`src/rtl/decoder_2to4.sv`:
```
// decoder_2to4: 2-to-4 decoder with combinational one-hot outputs, a registered
// one-hot copy, a change-detect pulse and optional per-code hit counters.
// Optional feature macro: DECODER_HIT_CNT_EN enables the saturating hit counters;
// without it the HIT_CNT_* outputs are constant zero and CNT_CLR is ignored.
module decoder_2to4 #(
  parameter int CNT_W = 8
) (
  input  logic             CLK,
  input  logic             RST,
  input  logic [1:0]       VAL_IN,
  input  logic             EN,
  input  logic             CNT_CLR,
  output logic             VAL_00,
  output logic             VAL_01,
  output logic             VAL_10,
  output logic             VAL_11,
  output logic [3:0]       ONEHOT_Q,
  output logic             CHANGED,
  output logic [CNT_W-1:0] HIT_CNT_00,
  output logic [CNT_W-1:0] HIT_CNT_01,
  output logic [CNT_W-1:0] HIT_CNT_10,
  output logic [CNT_W-1:0] HIT_CNT_11
);

  logic [1:0] prev_code;
  logic       first_seen;
  logic [3:0] onehot_now;

  // The decode is pure logic on VAL_IN so it works with no clock and ignores reset.
  assign VAL_00     = (VAL_IN == 2'b00);
  assign VAL_01     = (VAL_IN == 2'b01);
  assign VAL_10     = (VAL_IN == 2'b10);
  assign VAL_11     = (VAL_IN == 2'b11);
  assign onehot_now = {VAL_11, VAL_10, VAL_01, VAL_00};

  // Sample register: captures the decode and flags a code change on enabled
  // cycles; the first sample after reset never counts as a change, and any
  // idle cycle drops the pulse.
  always_ff @(posedge CLK) begin
    if (RST) begin
      ONEHOT_Q   <= 4'b0000;
      CHANGED    <= 1'b0;
      prev_code  <= 2'b00;
      first_seen <= 1'b0;
    end else if (EN) begin
      ONEHOT_Q   <= onehot_now;
      CHANGED    <= first_seen && (VAL_IN != prev_code);
      prev_code  <= VAL_IN;
      first_seen <= 1'b1;
    end else begin
      CHANGED    <= 1'b0;
    end
  end

`ifdef DECODER_HIT_CNT_EN
  localparam logic [CNT_W-1:0] CNT_MAX = '1;

  logic [CNT_W-1:0] hit_cnt [4];

  // Hit counters: reset beats clear, clear beats a same-cycle hit, and the
  // selected counter sticks at all-ones instead of wrapping.
  always_ff @(posedge CLK) begin
    if (RST || CNT_CLR) begin
      for (int i = 0; i < 4; i++) begin
        hit_cnt[i] <= '0;
      end
    end else if (EN && (hit_cnt[VAL_IN] != CNT_MAX)) begin
      hit_cnt[VAL_IN] <= hit_cnt[VAL_IN] + CNT_W'(1);
    end
  end

  assign HIT_CNT_00 = hit_cnt[0];
  assign HIT_CNT_01 = hit_cnt[1];
  assign HIT_CNT_10 = hit_cnt[2];
  assign HIT_CNT_11 = hit_cnt[3];
`else
  logic unused_cnt_clr;

  // Counters are compiled out; the clear input is deliberately left unused.
  assign unused_cnt_clr = CNT_CLR;
  assign HIT_CNT_00     = '0;
  assign HIT_CNT_01     = '0;
  assign HIT_CNT_10     = '0;
  assign HIT_CNT_11     = '0;
`endif

endmodule

```
`config.mk`:
```
export PLATFORM = sky130hd
export DESIGN_NAME = decoder_2to4
export DESIGN_NICKNAME = d
export VERILOG_FILES = /design/src/rtl/decoder_2to4.sv
export SDC_FILE = /design/constraint.sdc
export NUM_CORES = 1
export LEC_CHECK = 0
export CAP_MARGIN = 0
export CORE_AREA = 2 2 47 49
export DETAILED_ROUTE_END_ITERATION = 7
export DIE_AREA = 0 0 49 51
export PLACE_DENSITY = 0.74
export SLEW_MARGIN = 30
export SYNTH_ARGS = -nofsm -noshare
export SYNTH_HDL_FRONTEND = slang
export SYNTH_SLANG_ARGS = --single-unit
```
`constraint.sdc`:
```
create_clock -name CLK -period 0.9 [get_ports CLK]
set_input_delay 0.18 -clock CLK [delete_from_list [all_inputs] [get_ports CLK]]
set_output_delay 0.18 -clock CLK [all_outputs]
set_load 0.02 [all_outputs]
```
==> Flow_metrics.wiki <==
{| class="wikitable"
! Metric !! Value
|-
| Row Count || 17
|-
| Max frequency || 1.14 GHz
|-
| Area delta synth->final || 12.2%
|-
| Share of total power in combinational logic || 28.4%
|-
| Initial standard-cell utilization of the core || 28.8%
|-
| Number of standard cells in the layout, taps in and fillers out || 117
|-
| Power per unit of standard cell area || 1380 nW/um2
|-
| Yosys synthesis warning count || 0
|-
| Post-detailed-route DRC marker count || 0
|-
| DRC violation total after the first TritonRoute iteration || 1
|-
| Maximum number of pins on one net before global-route repair || 12
|-
| XOR/XNOR share of the synthesized area || 2.95%
|-
| Overall Global Routing Usage || 5.90%
|-
| Total standard cell area after synthesis || 594 um2
|-
| Bufs on Longest Clock Path || 2
|-
| Die outline area || 2500 um2
|-
| Number of buffers created by CTS || 3
|-
| Max-cap violation count || 0
|-
| Insertion delay to the later sink of the worst-skew pair || 0.26 ns
|-
| Die span in y || roughly 51 um
|-
| Synth unique cells || 20
|-
| Post-DR vias/cell || 3.27
|-
| Routed wire length || approximately 780 um
|-
| Global route overflow || 0
|-
| Leakage power summed over all cells || 0.341 nW
|-
| Vias in the first global route || around 240
|-
| Finished Cell Area || 667 um2
|-
| Crit path cell chain || buf_6
|-
| Area of the core || a little over 2000 um2
|-
| Num ports || 47
|-
| Antenna Violating Nets Remaining || 0
|-
| Switching fraction of total power || a little over a third
|-
| Largest family of logic cells by synthesized area || buffers and inverters
|-
| First-pass GRT wire length || 993 um
|-
| Placement-stage cell area || between 600 and 700 um2
|-
| Post-synthesis cell count || 71
|-
| Overall via count from detail_route || 383
|-
| # clock sinks || 8
|-
| Setup Viol. Count Final || 0
|-
| Share of synthesized area spent on multiplexers || 3.37%
|-
| CP max stage delay || 0.32 ns
|-
| Dpl hpwl || 633 um
|-
| Number of nets in the layout || 97
|-
| Worst hold-check path type || in2reg
|-
| Critical Path AT || roughly 0.70 ns
|-
| Antenna diode instance count || 0
|-
| Antenna violations before repair || 0
|-
| Number of buffers added to fix hold violations after cts || 0
|-
| Average wire length per cell after detail routing || 6.63 um
|-
| Critical path launch point type || flip-flop
|-
| Layout Utilization || roughly a third
|-
| Cell internal power dissipation || between 0.6 and 0.7 mW
|-
| Placed Instances || about 110
|-
| Crit. End Element || output port
|-
| Setup slack after layout || 0.0224 ns
|-
| Width of the die || 49 um
|-
| Startpoint-to-endpoint class of the critical path || reg2out
|-
| Mean Syn Cell Area || roughly 8.4 um2
|-
| CP Buf/Inv Count || 1
|-
| Maximum level of the CTS H-tree || 1
|-
| Result of the run || finished clean
|-
| Worst hold slack after final layout || 0.352 ns
|-
| Layout cells sized above 1 || 29.2%
|-
| Worst-path cell with the longest stage delay || sky130_fd_sc_hd__dfxtp_2
|-
| Compound-Gate Fraction of Synth Area || ~5.3%
|-
| Required time worst endpoint || between 0.7 and 0.8 ns
|-
| Clock edge transition at the registers on the reported setup and hold paths || around 0.050 ns
|-
| IO Port Bufs || 13
|-
| CTS tree || yes
|-
| Register area share after synthesis || 26.9%
|-
| VDD IR max || a little over 0.0005 V
|-
| Min Clock Period, post-route || 0.878 ns
|-
| Power share of the sequential group || 41.4%
|-
| Final hold violation count || 0
|-
| Portion of total power attributed to the clock network || around 30%
|-
| Crit Path Max Fanout || 2
|-
| Setup repair after global routing missed its margin || true
|-
| Detailed-router iteration count before antenna repair || 2
|-
| Simple-Gate Fraction of Synth Area || 16.2%
|-
| Post-Synth Adder-Cell Area || 0%
|-
| Switching power summed over all nets || 0.321 mW
|-
| Share of the clock period used by the worst path || 97.5%
|-
| Clock Root Buffer || sky130_fd_sc_hd__clkbuf_4
|-
| Number of pins exceeding their max-slew limit in the final report || 0
|-
| Final setup skew || 0.00229 ns
|-
| Post-Place Worst Slack || -0.771 ns
|-
| Number of synthesized register bits || 8
|-
| RD Place Congestion || approximately 0.67
|-
| Kind of cell with the highest combined delay on the critical path || flip-flops
|}
==> per-layer routing <==
layer,GRT usage [%],up-vias,routed length [um]
li1,-,193,-
met1,5.54,163,285
met2,8.22,24,380
met3,2.63,3,82
met4,8.57,0,29
met5,0,-,0
==> through the flow <==
stage               power (mW)  TNS, ns
finish                   0.922        0
global route             0.977  -0.0275
CTS                      0.938        0
detailed placement       0.658    -6.26
global placement         0.654    -5.86
floorplan                0.696        0
==> logic make-up after synthesis <==
family,Yosys count
AOI/OAI and AO/OA,5
muxes,2
and+or+nand+nor,17
xor gates and xnor gates,2
DFF,8
other,1
buffers and inverters,36
==> cells in the final DEF (no fill, tap or decap), drive strengths merged <==
cell type      instances
conb                  32
buf                   18
dfxtp                  8
nor2                   5
nand2b                 4
a21oi                  4
clkbuf                 3
nand3b                 2
xnor2                  2
mux2i                  2
and2                   1
nor2b                  1
and2b                  1
nand3                  1
nand2                  1
a211oi                 1
or3b                   1
dlygate4sd2            1
clkdlybuf4s50          1
==> state kept, by name (all words and copies together), names as in the netlist <==
register and count:
ONEHOT_Q 4, CHANGED 1, prev_code 2, first_seen 1
==> power by group through the flow <==
stage | combinational [mW] | clock [mW] | sequential, mW
2_1_floorplan | 0.299 | 0 | 0.397
3_3_place_gp | 0.267 | 0 | 0.387
3_5_place_dp | 0.271 | 0 | 0.388
4_1_cts | 0.261 | 0.294 | 0.382
5_1_grt | 0.281 | 0.313 | 0.383
6_report | 0.262 | 0.279 | 0.382
==> synth_stat cells <==
master	count	area, um2
sky130_fd_sc_hd__or3b_1	1	8.76
sky130_fd_sc_hd__nand2_1	1	3.75
sky130_fd_sc_hd__a211oi_1	1	7.51
sky130_fd_sc_hd__mux2i_1	2	20.0
sky130_fd_sc_hd__conb_1	1	3.75
sky130_fd_sc_hd__buf_4	32	240
sky130_fd_sc_hd__dfxtp_1	8	160
sky130_fd_sc_hd__nand2b_1	4	25.0
sky130_fd_sc_hd__xnor2_1	2	17.5
sky130_fd_sc_hd__nand3b_1	2	15.0
sky130_fd_sc_hd__nand3_1	1	5.00
sky130_fd_sc_hd__and2b_1	1	7.51
sky130_fd_sc_hd__nor2_1	5	18.8
sky130_fd_sc_hd__buf_6	1	11.3
sky130_fd_sc_hd__and2_1	1	6.26
sky130_fd_sc_hd__a21oi_1	3	15.0
sky130_fd_sc_hd__clkbuf_1	1	3.75
sky130_fd_sc_hd__nor2b_1	1	6.26
sky130_fd_sc_hd__a21oi_2	1	8.76
sky130_fd_sc_hd__buf_2	2	10.0
==> area by class of cell <==
class | instances | area [um2]
Clock buffer | 3 | 22.5
Fill cell | 235 | 1400
Multi-Input combinational cell | 58 | 285
Sequential cell | 8 | 165
Tap cell | 28 | 35.0
Timing Repair Buffer | 20 | 159
==> path summary, 6_finish.rpt <==
check	start	endpoint	slack, ns	depth (start not counted)
worst max-delay path	ONEHOT_Q[0]	ONEHOT_Q[0]	0.02	1
worst min-delay path	VAL_IN[1]	prev_code[1]	0.35	4
worst max register to register	ONEHOT_Q[1]	ONEHOT_Q[1]	0.11	4
worst min register to register	first_seen	CHANGED	0.45	2
==> timing repair <==
item | in CTS | in global routing
hold endpoints to repair | 0 | 0
resized for setup | 57 | 3
setup buffers | 0 | 1
cloned | 0 | 0
endpoints found under the setup margin | 15 | 6
pin swaps | 1 | 0
Note: power is estimated with default switching activity, not from simulation.
